`config.mk`:
```
export PLATFORM = sky130hd
export DESIGN_NAME = caesar_cg_ctrl
export DESIGN_NICKNAME = d
export VERILOG_FILES = /design/src/rtl/caesar_cg_pkg.sv /design/src/rtl/caesar_cg_channel.sv /design/src/rtl/gf22_clk_gating.sv /design/src/rtl/caesar_cg_ctrl.sv
export SDC_FILE = /design/constraint.sdc
export NUM_CORES = 1
export LEC_CHECK = 0
export ABC_CLOCK_PERIOD_IN_PS = 2200
export CORE_AREA = 10 10 98 100
export CTS_BUF_LIST = sky130_fd_sc_hd__clkbuf_2 sky130_fd_sc_hd__clkbuf_4 sky130_fd_sc_hd__clkbuf_8
export CTS_CLUSTER_DIAMETER = 100
export CTS_CLUSTER_SIZE = 25
export DETAILED_ROUTE_END_ITERATION = 10
export DIE_AREA = 0 0 108 110
export GPL_TIMING_DRIVEN = 0
export PLACE_DENSITY = 0.8
export SYNTH_ARGS = -nofsm -noshare
export SYNTH_HDL_FRONTEND = slang
export SYNTH_SLANG_ARGS = --single-unit
```
`constraint.sdc`:
```
create_clock -name clk_i -period 2.2 [get_ports clk_i]
set_input_delay 0.44 -clock clk_i [delete_from_list [all_inputs] [get_ports clk_i]]
set_output_delay 0.44 -clock clk_i [all_outputs]
set_load 0.01 [all_outputs]
```
`src/rtl/caesar_cg_pkg.sv`:
```
// Shared state encoding and default sizing for the clock-gating controller.
// Latency: none (declarations only).
// Backpressure: none.
package caesar_cg_pkg;

    localparam int unsigned NumChDefault      = 4;
    localparam int unsigned IdleCntWDefault   = 8;
    localparam int unsigned WakeCyclesDefault = 2;

    typedef enum logic [1:0] {
        RUN   = 2'd0,
        IDLE  = 2'd1,
        GATED = 2'd2,
        WAKE  = 2'd3
    } cg_state_e;

endpackage

```
`src/rtl/caesar_cg_channel.sv`:
```
// One gating channel: RUN/IDLE/GATED/WAKE FSM, idle/wake counter, wake ack flop.
// Latency: clk_en and wake_ack are registered, one cycle after the deciding inputs.
// Backpressure: none; wake_req is a four-phase handshake answered only from RUN.
module caesar_cg_channel
    import caesar_cg_pkg::*;
#(
    parameter int unsigned IdleCntW   = IdleCntWDefault,
    parameter int unsigned WakeCycles = WakeCyclesDefault
) (
    input  logic                clk,
    input  logic                rst_n,
    input  logic                auto_en,
    input  logic                force_on,
    input  logic [IdleCntW-1:0] idle_thr,
    input  logic                busy,
    input  logic                wake_req,
    output logic                clk_en,
    output logic                wake_ack
);

    localparam logic [IdleCntW-1:0] CntMax   = '1;
    localparam logic [IdleCntW-1:0] CntOne   = IdleCntW'(1);
    localparam logic [IdleCntW-1:0] WakeLast = IdleCntW'(WakeCycles - 1);

    cg_state_e           state_q, state_d;
    logic [IdleCntW-1:0] cnt_q, cnt_d;
    logic [IdleCntW-1:0] cnt_inc;
    logic                idle;

    // A zero threshold means "never gate", so it also counts as activity.
    assign idle    = auto_en & ~force_on & ~busy & ~wake_req & (idle_thr != '0);
    assign cnt_inc = (cnt_q == CntMax) ? cnt_q : cnt_q + 1'b1;

    // Next-state and counter update; loss of idle always wins over the threshold.
    always_comb begin
        state_d = state_q;
        cnt_d   = cnt_q;
        case (state_q)
            RUN: begin
                if (idle) begin
                    state_d = IDLE;
                    cnt_d   = CntOne;
                end else begin
                    cnt_d   = '0;
                end
            end
            IDLE: begin
                if (!idle) begin
                    state_d = RUN;
                    cnt_d   = '0;
                end else if (cnt_q >= idle_thr) begin
                    state_d = GATED;
                end else begin
                    cnt_d   = cnt_inc;
                end
            end
            GATED: begin
                if (!idle) begin
                    state_d = WAKE;
                    cnt_d   = '0;
                end
            end
            WAKE: begin
                // Fixed-length wake window; inputs are deliberately ignored here.
                if (cnt_q >= WakeLast) begin
                    state_d = RUN;
                    cnt_d   = '0;
                end else begin
                    cnt_d   = cnt_inc;
                end
            end
            default: begin
                state_d = RUN;
                cnt_d   = '0;
            end
        endcase
    end

    // State, counter, registered enable and ack; reset re-opens the clock at once.
    always_ff @(posedge clk or negedge rst_n) begin
        if (!rst_n) begin
            state_q  <= RUN;
            cnt_q    <= '0;
            clk_en   <= 1'b1;
            wake_ack <= 1'b0;
        end else begin
            state_q  <= state_d;
            cnt_q    <= cnt_d;
            clk_en   <= (state_d != GATED);
            wake_ack <= (state_q == RUN) && wake_req;
        end
    end

endmodule

```
`src/rtl/gf22_clk_gating.sv`:
```
// Latch-based integrated clock gate: enable is captured while the clock is low.
// Latency: enable change takes effect from the next rising clock edge.
// Backpressure: none; test_en_i forces the clock through regardless of en_i.
module gf22_clk_gating (
    input  logic clk_i,
    input  logic en_i,
    input  logic test_en_i,
    output logic clk_o
);

    logic en_latch;

    // Transparent while clk_i is low so the AND below can never glitch.
    always_latch begin
        if (!clk_i) begin
            en_latch <= en_i | test_en_i;
        end
    end

    assign clk_o = clk_i & en_latch;

endmodule

```
`src/rtl/caesar_cg_ctrl.sv`:
```
// Per-channel automatic clock gating controller with wake handshake and scan override.
// Latency: clk_en_o/wake_ack_o registered (1 cycle); gated clock follows on the next edge.
// Backpressure: none; scan_cg_en_i forces clocks on without touching channel state.
module caesar_cg_ctrl
    import caesar_cg_pkg::*;
#(
    parameter int unsigned NumCh      = NumChDefault,
    parameter int unsigned IdleCntW   = IdleCntWDefault,
    parameter int unsigned WakeCycles = WakeCyclesDefault
) (
    input  logic                clk_i,
    input  logic                rst_ni,
    input  logic                scan_cg_en_i,
    input  logic [NumCh-1:0]    cfg_auto_en_i,
    input  logic [NumCh-1:0]    cfg_force_on_i,
    input  logic [IdleCntW-1:0] cfg_idle_thr_i,
    input  logic [NumCh-1:0]    busy_i,
    input  logic [NumCh-1:0]    wake_req_i,
    output logic [NumCh-1:0]    wake_ack_o,
    output logic [NumCh-1:0]    clk_en_o,
    output logic [NumCh-1:0]    clk_o
);

    for (genvar i = 0; i < NumCh; i++) begin : g_ch
        caesar_cg_channel #(
            .IdleCntW   (IdleCntW),
            .WakeCycles (WakeCycles)
        ) u_channel (
            .clk      (clk_i),
            .rst_n    (rst_ni),
            .auto_en  (cfg_auto_en_i[i]),
            .force_on (cfg_force_on_i[i]),
            .idle_thr (cfg_idle_thr_i),
            .busy     (busy_i[i]),
            .wake_req (wake_req_i[i]),
            .clk_en   (clk_en_o[i]),
            .wake_ack (wake_ack_o[i])
        );

        // The gate cell sees the same registered enable that is reported on clk_en_o.
        gf22_clk_gating u_cg (
            .clk_i     (clk_i),
            .en_i      (clk_en_o[i]),
            .test_en_i (scan_cg_en_i),
            .clk_o     (clk_o[i])
        );
    end

endmodule
```
Yosys cells after proc, flatten, opt, wreduce, memory -nomap -nowiden
Cells that the tools add are included.

Bits in registers: 48. Latch bits: 4. Bits in writable memories: 0. Bits in read-only memories: 0. Bits of input ports: 27. Output and inout bits: 12. Logic and storage cells: 165. Memories: 0.

Add/sub/neg operators: 4. Multipliers: 0. Divide/modulo/power cells: 0. $lt $le $gt $ge: 8. Equal/unequal tests: 28. Shift operators: 0. Multiplexer cells: 56. Bitwise logic cells: 36. Reductions and logical operators: 13.

Operators with widths (number): $mux 8 (20); $pmux 8 s4 (4); $mux 2 (20); $add 8x1->8 const B (4); $eq 8x8->1 const B (4); $ge 8x1->1 const B (4); $ge 8x8->1 (4); $pmux 2 s4 (4); $and 1x1->1 (20); $eq 2x2->1 const B (8); $ne 2x2->1 const B (8); $ne 3x3->1 const B (4); $not 1->1 (12); $eq 2x1->1 const B (4); $logic_not 2->1 (4); $mux 1 (8); $reduce_and 2->1 (4); $reduce_bool 8->1 (1); $logic_and 1x1->1 (4); $or 1x1->1 (4).

Logic depth before layout (Yosys ltp)
Gate-level depths: netlist of the first run.

Word-level depth: 8. Gate-level depth with buffers: 9. Mapped depth without buffers: 9.

Cells and area by module
From an unflattened synthesis of the first run, not the netlist that was laid out.

Cell total of the unflattened synthesis: 424. Area total of the unflattened synthesis: 3853.7 um^2.

By module, submodules not included: caesar_cg_channel at g_ch[0].u_channel ... (times used 3, cells an instance 103, area an instance 932.1 um^2); caesar_cg_channel at g_ch[1].u_channel (times used 1, cells an instance 103, area an instance 947.2 um^2); gf22_clk_gating (times used 4, cells an instance 3, area an instance 27.5 um^2).

==> flow_summary.rst, run 1 <==
.. list-table::
   :header-rows: 1

   * - Metric
     - Value
   * - Share of final-layout standard cells stronger than drive strength 1
     - about 27%
   * - DRT Pass-1 Iters
     - 4
   * - NumNets Final
     - around 550
   * - Count of distinct cell types in the synthesized netlist
     - 67
   * - Launch instance of the worst register-to-register path
     - g_ch[1].u_channel.cnt_q[3]
   * - Count of state elements after synthesis
     - 52
   * - Leak Pwr
     - around 2.2 nW
   * - Number of maximum-capacitance violations
     - 0
   * - Largest area contributor in the netlist
     - dfrtp_1
   * - Flop-to-flop setup slack
     - -110 ps
   * - Category of the worst setup path capture point
     - output port
   * - Number of warnings issued by yosys
     - 0
   * - Final core utilization
     - a little under two thirds
   * - Delay contributed by the slowest stage of the critical path
     - about 400 ps
   * - Maximum ir drop on the vdd rail
     - between 0.5 and 0.6 mV
   * - CP required
     - 1760 ps
   * - Clock-pin slew of the registers on the worst-case setup and hold paths
     - approximately 100 ps
   * - Switching power share of the total
     - between 20% and 30%
   * - Number of hold buffers added after CTS
     - 0
   * - Post-synth top area share
     - slightly below 30%
   * - Overall via count from detail_route
     - ~3.5k
   * - Critical path startpoint
     - g_ch[1].u_cg.en_latch
   * - Dominant cells by area after synthesis
     - dfrtp_1 (29%), ha_1 (15%), a21oi_1 (4.8%)
   * - Final sum of negative setup slack
     - -2090 ps
   * - Cell Pwr Density
     - around 590 nW/um2
   * - Cells along the critical path
     - and2_4 > buf_6
   * - Post-DP HPWL
     - between 6 and 7 mm
   * - Clock share of power
     - between 40% and 50%
   * - First-pass GRT wire length
     - 15.5 mm
   * - Wirelength per Cell
     - 16.8 um
   * - EDFF count, synth
     - 0
   * - Outcome
     - complete, but fails checks
   * - TritonCTS clock tree
     - built
   * - Clk_lat worst skew
     - around 420 ps
   * - Vertical die dimension
     - about 110 um
   * - Worst path slowest cell
     - dlxtn_1
   * - Avg Inst Size Synth
     - just over 9 um2
   * - Overall die width
     - between 100 and 150 um
   * - Grt ovf
     - 0
   * - Post-synth ARST share
     - just over 90%
   * - Worst-case hold slack
     - -15.6 ps
   * - Setup repair after global routing missed its margin
     - yes
   * - Synthesized netlist net count
     - 481
   * - 1st-iter DRT viols
     - 150
   * - Internal power of the cells
     - a little over 2 mW
   * - Routed wire length
     - between 9 and 10 mm
   * - Last weighted congestion value of the routability-driven placer
     - slightly below 0.9
   * - Number of placement rows
     - 32
   * - Area grow syn2layout
     - 29.0%
   * - Number of endpoints with negative hold slack in the final report
     - 4
   * - Type of element launching the critical path
     - latch
   * - Count of cells along the worst register-to-register path
     - 8
   * - Area of the die
     - 11,900 um2
   * - Depth of the critical timing path with buffers and inverters included
     - 2
   * - Initial core utilization
     - between 40% and 50%
   * - Max FO, Critical Path
     - 1
   * - Number of nets with antenna violations after detailed routing
     - 0
   * - Remaining max-slew budget at the tightest pin
     - 64.7%
   * - Worst hold path class
     - input port to async pin
   * - Maximum number of pins on one net before global-route repair
     - 28
   * - Commonest non-fill, non-tap cell in the layout
     - ha_1
   * - CP arrival
     - 2150 ps
   * - Comb power frac
     - between 10% and 20%
   * - DRC errors left
     - 0
   * - Net switching power of the design
     - roughly 0.83 mW
   * - Worst path top cell family by delay
     - latches
   * - Number of antenna violations at the first check in global routing
     - 1
   * - Violated checks
     - hold timing, setup timing
   * - Min setup slack post-route
     - -394 ps
   * - Worst Tran Pin Value
     - 530 ps
   * - Top library cells by usage in the layout, fill and taps aside
     - ha_1 (42), dfrtp_1 (35), buf_4 (34)
   * - Number of port buffers
     - 38
   * - Number of buffers and inverters on the critical path
     - 1
   * - Std-Cell Core Area
     - between 7000 and 8000 um2
   * - Number of inserted filler cells in the final layout
     - 600
   * - Final-report max-slew violation count
     - 0
   * - Critical Path Sink
     - clk_o[1]
   * - Share of power burned in registers
     - a little over a third
   * - Via count normalized by instance count
     - 5.87
   * - # IOs
     - 39
   * - Post-Synthesis Cell Area
     - around 3800 um2
   * - # setup viols final
     - 15
   * - Final Skew
     - 13.7 ps
   * - Via count of the first global-routing pass
     - ~3.3k
   * - Synthesized netlist cell count
     - 410
   * - Overall routing resource usage
     - 15.9%
   * - Worst r2r dst
     - g_ch[1].u_channel.cnt_q[2]
   * - Category of the critical setup timing path
     - latch to output port
   * - Most frequently used flop master after synthesis
     - dfrtp_1
==> worst min path at each step <==
stage / end / from / slack (ps) / cells after the start
2_1_floorplan: g_ch[0].u_channel.cnt_q[0] / rst_ni / 140 / 0
3_3_place_gp: g_ch[1].u_channel.wake_ack / g_ch[1].u_channel.state_q[1] / 540 / 1
3_5_place_dp: g_ch[1].u_channel.wake_ack / rst_ni / 450 / 1
4_1_cts: g_ch[1].u_channel.wake_ack / rst_ni / 2 / 1
5_1_grt: g_ch[1].u_channel.wake_ack / rst_ni / 7 / 1
6_report: g_ch[1].u_channel.wake_ack / rst_ni / -20 / 1
==> synthesized netlist by cell type, types with 4 or more instances <==
master and count:
nand3_1 12, nand4_1 6, nor3_1 8, a211o_1 4
a21oi_1 36, dfrtp_1 44, o21ai_1 7, dfstp_2 4
nor4b_1 4, nand2b_1 9, nor2b_1 4, nand2_1 29
a21o_1 8, or4_1 4, or2_2 7, a22o_1 5
buf_4 12, inv_1 26, a41oi_1 5, nor4_1 5
ha_1 44, o31ai_1 6, dlxtn_1 4, o21a_1 5
nor2_1 19, a31oi_1 8, o21ai_0 13, and2_1 8
nor3b_1 4
==> per-layer routing <==
| layer | wire [um] | share of wire, % | GRT usage (%) | vias to the layer above |
|---|---|---|---|---|
| met5 | 0 | 0 | 0 | - |
| met4 | 148 | 1.5 | 6.30 | 0 |
| met3 | 616 | 6.2 | 4.64 | 17 |
| met2 | 4700 | 47 | 25.7 | 74 |
| met1 | 4440 | 45 | 19.6 | 1671 |
| li1 | - | - | - | 1689 |
==> registers in the layout (all words and copies together) (netlist names) <==
signal	flops
g_ch.u_channel.clk_en	4
g_ch.u_channel.cnt_q	32
g_ch.u_channel.wake_ack	4
g_ch.u_cg.en_latch	4
g_ch.u_channel.state_q	8
==> metrics by stage <==
| stage | worst slack [ps] | cell area, um2 | std cells | total power [mW] |
|---|---|---|---|---|
| 4_1_cts | -407 | 4580 | 570 | 2.80 |
| 6_report | -394 | 4850 | 588 | 2.86 |
| 2_1_floorplan | 13.2 | 3760 | 410 | 1.52 |
| 5_1_grt | -428 | 4850 | 588 | 3.01 |
| 3_5_place_dp | -863 | 4280 | 551 | 1.83 |
| 3_3_place_gp | -818 | 4270 | 550 | 1.80 |
==> logic make-up (layout without fill, tap and decap cells) <==
family,after synthesis,in the layout,share of synthesized area [%]
simple gates,139,139,21.3
compound gates,129,130,24.1
flops,48,48,32.1
fa+ha+maj,44,44,14.6
buf+inv,43,117,5.59
latches,4,4,1.60
xor+xnor,2,2,0.466
mux,1,1,0.266
other cells,0,1,0
==> cell type report <==
type                    count  area, um2  area share (%)
well taps                 102        128            2.63
clock buffers              16        191            3.95
plain buffers              12       83.8            1.73
flip-flops and latches     52       1280            26.4
clock inverters             1       30.0           0.619
inverters                  27        104            2.14
diodes                      1       2.50          0.0516
repair buffers             61        529            10.9
multi-input cells         316       2500            51.6
==> what timing repair did <==
item,in CTS,in global routing
gates cloned,1,1
endpoints found under the setup margin,46,37
pin swaps,7,10
buffers inserted,9,16
resized for setup,59,41
==> power by group through the flow <==
stage	registers (mW)	clock network (mW)	logic (mW)
2_1_floorplan	1.04	0.201	0.282
4_1_cts	1.03	1.29	0.483
3_5_place_dp	1.05	0.337	0.443
6_report	1.04	1.26	0.559
5_1_grt	1.05	1.34	0.616
3_3_place_gp	1.05	0.337	0.418
Note: power is estimated with default switching activity, not from simulation.
==> inputs of run 2 (changes only) <==
Settings changed: ABC_CLOCK_PERIOD_IN_PS 2200 to 2800, PLACE_DENSITY 0.8 to 0.78.
Clock period 2.2 ns to 2.8 ns, I/O delays scaled along.
==> run 2 against run 1 <==
Effect of this change:
- count of clock-buffer cells in the layout rose by 1
- design area fell by 6.9%
- the flow finishes with violations (setup timing)
- die area did not move
- register-to-register slack improved by 530 ps
- critical path type unchanged
- largest cell class unchanged
==> flow_summary.rst, run 2 (synthesis results as in run 1) <==
.. list-table::
   :header-rows: 1

   * - Metric
     - Value
   * - Outcome
     - complete, but fails checks
   * - Violated checks
     - setup timing
   * - Overall routing resource usage
     - 15.2% (-0.73 points)
   * - Final sum of negative setup slack
     - -770 ps (+1320 ps)
   * - Remaining max-slew budget at the tightest pin
     - 58.5% (-6.1 points)
   * - Last weighted congestion value of the routability-driven placer
     - 0.874 (-0.42%)
   * - Overall die width
     - 108 um (unchanged)
   * - Setup repair after global routing missed its margin
     - yes
   * - Leak Pwr
     - 2.04 nW (-5.8%)
   * - # IOs
     - 39 (unchanged)
   * - NumNets Final
     - 533 (-3.8%)
   * - Cell Pwr Density
     - 464 nW/um2 (-21%)
   * - Category of the worst setup path capture point
     - output port
   * - Number of hold buffers added after CTS
     - 0 (unchanged)
   * - Register with the most flip-flops
     - g_ch.u_channel.cnt_q
   * - Min setup slack post-route
     - -199 ps (+195 ps)
   * - Number of maximum-capacitance violations
     - 0 (unchanged)
   * - Clock-pin slew of the registers on the worst-case setup and hold paths
     - 90 ps (about the same)
   * - Post-route total power
     - 2.10 mW (-27%)
   * - Initial core utilization
     - 49.2% (unchanged)
   * - Number of placement rows
     - 32 (unchanged)
   * - Category of the critical setup timing path
     - latch to output port
   * - Number of nets with antenna violations after detailed routing
     - 0 (unchanged)
   * - Max FFs per register
     - 32 (unchanged)
   * - Diodes inserted
     - 0 (-1)
   * - Grt ovf
     - 0 (unchanged)
   * - Number of endpoints with negative hold slack in the final report
     - 0 (-4)
   * - Number of inserted filler cells in the final layout
     - 691 (+15%)
   * - Flop-to-flop setup slack
     - 420 ps (+530 ps)
   * - 1st-iter DRT viols
     - 152 (+1.3%)
   * - Area grow syn2layout
     - 20.2%
   * - TritonCTS clock tree
     - built
   * - Vertical die dimension
     - 110 um (unchanged)
   * - Top library cells by usage in the layout, fill and taps aside
     - ha_1 (44), dfrtp_1 (44), a21oi_1 (36)
   * - Area of the die
     - 11,900 um2 (unchanged)
   * - DRT Pass-1 Iters
     - 4 (unchanged)
   * - CP required
     - 2240 ps (+480 ps)
   * - Via count of the first global-routing pass
     - 3,166 (-5.4%)
   * - Overall via count from detail_route
     - 3,360 (-2.6%)
   * - Final Skew
     - 4.54 ps (-9.14 ps)
   * - Final-report max-slew violation count
     - 0 (unchanged)
   * - Launch instance of the worst register-to-register path
     - g_ch[3].u_channel.cnt_q[0]
   * - Maximum ir drop on the vdd rail
     - 0.233 mV (-61%)
   * - Routed wire length
     - 9.12 mm (-7.9%)
   * - Number of antenna violations at the first check in global routing
     - 0 (-1)
   * - Worst Tran Pin Value
     - 617 ps (+87.0 ps)
   * - Std-Cell Core Area
     - 7650 um2 (unchanged)
   * - Maximum number of pins on one net before global-route repair
     - 34 (+21%)
   * - Via count normalized by instance count
     - 5.94 (+1.1%)
   * - Critical path startpoint
     - g_ch[3].u_cg.en_latch
   * - Clk_lat worst skew
     - 400 ps (-20 ps)
   * - Pre-CTS setup slack
     - -401 ps (+462 ps)
   * - Share of final-layout standard cells stronger than drive strength 1
     - 16.2% (-11 points)
   * - First-pass GRT wire length
     - 14.8 mm (-4.6%)
   * - Max FO, Critical Path
     - 1 (unchanged)
   * - Number of port buffers
     - 38 (unchanged)
   * - Worst hold path class
     - input port to async pin
   * - DRC errors left
     - 0 (unchanged)
   * - Largest registers in the final layout
     - g_ch.u_channel.cnt_q x32, g_ch.u_channel.state_q x8
   * - Worst r2r dst
     - g_ch[3].u_channel.cnt_q[0]
   * - Post-DP HPWL
     - 6.84 mm (-0.23%)
   * - Count of cells along the worst register-to-register path
     - 8 (unchanged)
   * - Type of element launching the critical path
     - latch
   * - Critical Path Sink
     - clk_o[3]
   * - Wirelength per Cell
     - 16.1 um (-4.4%)
   * - Number of cells in the finished layout apart from fillers
     - 566 (-3.7%)
   * - # setup viols final
     - 8 (-7)
   * - Placed Cells incl. Taps
     - 551 (unchanged)
   * - CP arrival
     - 2440 ps (+290 ps)
==> run 2: cell types whose count changed in the layout (fill, tap and decap cells not counted), sizes merged <==
cell           delta
dlygate4sd2       -2
diode             -1
clkbuf            -3
buf              -21
o21ai             -1
clkdlybuf4s50     +6
dlymetal6s2s      +2
clkdlybuf4s15     -1
bufinv            -1
==> run 2: stage by stage <==
| stage | hold WS [ps] | util (%) | area, um2 |
|---|---|---|---|
| floorplan | 264 | - | 3760 |
| global placement | 531 | 55.8 | 4270 |
| detailed placement | 501 | 56.0 | 4280 |
| CTS | 68.8 | 58.0 | 4430 |
| global route | 84.7 | 59.1 | 4520 |
| finish | 64.0 | 59.1 | 4520 |
==> run 2: timing repair <==
action	in CTS	in global routing
resized for setup	24	16
endpoints found under the setup margin	8	25
pin swaps	4	4
setup buffers	0	5
gates cloned	0	1
==> run 2: worst min path at each step <==
| stage | end | slack [ps] | cells after the start |
|---|---|---|---|
| CTS | g_ch[3].u_channel.wake_ack | 70 | 1 |
| finish | g_ch[1].u_channel.cnt_q[2] | 60 | 1 |
| global route | g_ch[3].u_channel.wake_ack | 80 | 1 |
| detailed placement | g_ch[1].u_channel.cnt_q[2] | 500 | 1 |
| floorplan | g_ch[0].u_channel.cnt_q[0] | 260 | 0 |
| global placement | g_ch[1].u_channel.wake_ack | 530 | 1 |
==> run 2: power by group <==
group / leakage [nW] / switching (mW) / total [mW] / internal [mW]
sequential: 0.678 / 0.0455 / 0.813 / 0.767
combinational: 1.23 / 0.181 / 0.357 / 0.175
clock: 0.131 / 0.373 / 0.929 / 0.556
total: 2.04 / 0.600 / 2.10 / 1.50
==> run 2: critical path, cell delays in order, from the launching register on <==
cell	delay, ps
dlxtn_1	400
and2_4	130
buf_6	100
==> run 2: per-layer routing <==
metal,GRT usage [%],wire length [um]
met2,25.8,4510
met5,0,0
met1,18.1,3990
met3,4.18,480
met4,5.25,139
==> run 2: cell type report <==
type	count	area (um2)	area share, %
Sequential cell	52	1270	28.0
Clock buffer	17	211	4.68
Buffer	12	83.8	1.85
Timing Repair Buffer	41	409	9.05
Multi-Input combinational cell	315	2320	51.3
Tap cell	102	128	2.82
Inverter	27	101	2.24
==> inputs of run 3 (changes only) <==
Settings changed: ABC_CLOCK_PERIOD_IN_PS 2800 to 3700.
Clock period 2.8 ns to 3.7 ns, I/O delays scaled along.
==> run 3 against run 2 <==
Effect of this change:
- the flow now finishes without violations
- non-clock buffer count shrank 6
- critical path depth is the same
- total power shrank 27%
- via count shrank 1.9%
- first-iteration DRC count shrank 20%
- worst hold slack gained 180 ps
- clock power shrank 29%
- final cell count shrank 1.1%
- global-route usage is the same
- largest cell class unchanged
==> flow_summary.rst, run 3 (synthesis results as in run 1) <==
.. list-table::
   :header-rows: 1

   * - Metric
     - Value
   * - DRC errors left
     - 0 (unchanged)
   * - Routed wire length
     - 8.96 mm (-1.8%)
   * - Via count normalized by instance count
     - 5.89 (-0.82%)
   * - CP arrival
     - 2900 ps (+460 ps)
   * - Clk_lat worst skew
     - 400 ps (about the same)
   * - Number of hold buffers added after CTS
     - 0 (unchanged)
   * - CP required
     - 2960 ps (+720 ps)
   * - Cells along the critical path
     - and2_1 > buf_6
   * - Pre-CTS setup slack
     - 23.8 ps (+425 ps)
   * - Top library cells by usage in the layout, fill and taps aside
     - ha_1 (44), dfrtp_1 (44), a21oi_1 (36)
   * - Initial core utilization
     - 49.2% (unchanged)
   * - Worst path slowest cell
     - dlxtn_1
   * - Number of cells in the finished layout apart from fillers
     - 560 (-1.1%)
   * - Worst Tran Pin Value
     - 638 ps (+20.8 ps)
   * - Share of final-layout standard cells stronger than drive strength 1
     - 12.7% (-3.5 points)
   * - Remaining max-slew budget at the tightest pin
     - 57.1% (-1.4 points)
   * - Maximum ir drop on the vdd rail
     - 0.172 mV (-26%)
   * - Depth of the critical timing path with buffers and inverters included
     - 2 (unchanged)
   * - Std-Cell Core Area
     - 7650 um2 (unchanged)
   * - Number of nets with antenna violations after detailed routing
     - 0 (unchanged)
   * - TritonCTS clock tree
     - built
   * - Delay contributed by the slowest stage of the critical path
     - 390 ps (about the same)
   * - Count of cells along the worst register-to-register path
     - 1 (-7)
   * - Overall via count from detail_route
     - 3,297 (-1.9%)
   * - # IOs
     - 39 (unchanged)
   * - Via count of the first global-routing pass
     - 3,160 (-0.19%)
   * - Post-CTS setup repair buffer count
     - 0 (unchanged)
   * - Maximum number of pins on one net before global-route repair
     - 34 (unchanged)
   * - Largest registers in the final layout
     - g_ch.u_channel.cnt_q x32, g_ch.u_channel.state_q x8
   * - Number of port buffers
     - 38 (unchanged)
   * - Cell Pwr Density
     - 347 nW/um2 (-25%)
   * - Min setup slack post-route
     - 61.2 ps (+260 ps)
   * - Area of the die
     - 11,900 um2 (unchanged)
   * - Leak Pwr
     - 1.98 nW (-2.8%)
   * - Worst-case hold slack
     - 244 ps (+180 ps)
   * - Number of maximum-capacitance violations
     - 0 (unchanged)
   * - Clock-pin slew of the registers on the worst-case setup and hold paths
     - 90 ps (about the same)
   * - Overall routing resource usage
     - 15.2% (unchanged)
   * - Placed Cells incl. Taps
     - 551 (unchanged)
   * - Grt ovf
     - 0 (unchanged)
   * - Vertical die dimension
     - 110 um (unchanged)
   * - Register with the most flip-flops
     - g_ch.u_channel.cnt_q
   * - Post-place instance area
     - 4280 um2 (unchanged)
   * - Number of endpoints with negative hold slack in the final report
     - 0 (unchanged)
   * - Max FFs per register
     - 32 (unchanged)
   * - Post-route cell area
     - 4430 um2 (-2.1%)
   * - Overall die width
     - 108 um (unchanged)
   * - Final-report max-slew violation count
     - 0 (unchanged)
   * - Final sum of negative setup slack
     - 0 ps (+770 ps)
   * - Post-DP HPWL
     - 6.84 mm (unchanged)
   * - Outcome
     - completed
   * - Setup repair after global routing missed its margin
     - no
   * - Wirelength per Cell
     - 16.0 um (-0.70%)
   * - Worst hold path class
     - input port to async pin
   * - Number of antenna violations at the first check in global routing
     - 0 (unchanged)
   * - Diodes inserted
     - 0 (unchanged)
   * - # setup viols final
     - 0 (-8)
   * - Last weighted congestion value of the routability-driven placer
     - 0.874 (unchanged)
   * - Max FO, Critical Path
     - 1 (unchanged)
   * - Worst path top cell family by delay
     - latches
   * - Number of buffers and inverters on the critical path
     - 1 (unchanged)
   * - Area grow syn2layout
     - 17.7%
   * - Type of element launching the critical path
     - latch
   * - Number of placement rows
     - 32 (unchanged)
   * - Category of the worst setup path capture point
     - output port
   * - Category of the critical setup timing path
     - latch to output port
   * - Final Skew
     - 4.20 ps (-0.341 ps)
   * - DRT Pass-1 Iters
     - 4 (unchanged)
   * - 1st-iter DRT viols
     - 121 (-20%)
   * - First-pass GRT wire length
     - 14.8 mm (unchanged)
   * - NumNets Final
     - 527 (-1.1%)
## run 3: cell count changes in the layout (fill, tap and decap cells not counted), moves of 2 or more
cell / delta
clkdlybuf4s50_1: +2
buf_4: -7
dlymetal6s2s_1: -2
o21ai_1: +2
inv_2: -3
and2_1: +4
o21ai_2: -2
buf_2: +2
inv_1: +3
and2_4: -4
## run 3: through the flow
step                util (%)  power (mW)
floorplan                  -       0.904
global placement        55.8        1.07
detailed placement      56.0        1.09
CTS                     58.0        1.57
global route            57.9        1.63
finish                  57.9        1.54
## run 3: routing by layer
layer / track usage, % / vias up / share of wire (%) / wire [um]
met4: 5.34 / 0 / 1.2 / 110
met1: 18.1 / 1578 / 44 / 3970
met5: 0 / - / 0 / 0
li1: - / 1625 / - / -
met2: 25.8 / 74 / 49 / 4390
met3: 4.12 / 20 / 5.4 / 486
## run 3: path summary, 6_finish.rpt
| check | from | endpoint | slack [ps] |
|---|---|---|---|
| worst max-delay path | g_ch[3].u_cg.en_latch | clk_o[3] | 60 |
| worst min-delay path | rst_ni | g_ch[1].u_channel.cnt_q[2] | 240 |
| worst max register to register | g_ch[3].u_channel.clk_en | g_ch[3].u_cg.en_latch | 1210 |
| worst min register to register | g_ch[1].u_channel.state_q[1] | g_ch[1].u_channel.wake_ack | 570 |
| max in group asynchronous | rst_ni | g_ch[0].u_channel.clk_en | 2890 |
| min in group clk_i | g_ch[1].u_channel.state_q[1] | g_ch[1].u_channel.wake_ack | 570 |
## run 3: cell type report
| type | instances | area, um2 |
|---|---|---|
| fill | 703 | 3220 |
| multi-input combinational | 315 | 2280 |
| clock buffer | 17 | 211 |
| inverter | 27 | 101 |
| sequential | 52 | 1270 |
| buffer | 12 | 78.8 |
| timing repair buffer | 35 | 355 |
| tap | 102 | 128 |
## run 3: repair_timing
| action | in CTS | in global routing |
|---|---|---|
| pin swaps | 4 | 1 |
| resized for setup | 21 | 0 |
| gates cloned | 0 | 0 |
| endpoints found under the setup margin | 8 | 2 |
## run 3: report_power, final
| part | switching (mW) | internal (mW) |
|---|---|---|
| sequential | 0.0343 | 0.581 |
| combinational | 0.128 | 0.130 |
| clock | 0.277 | 0.385 |
| total | 0.439 | 1.10 |
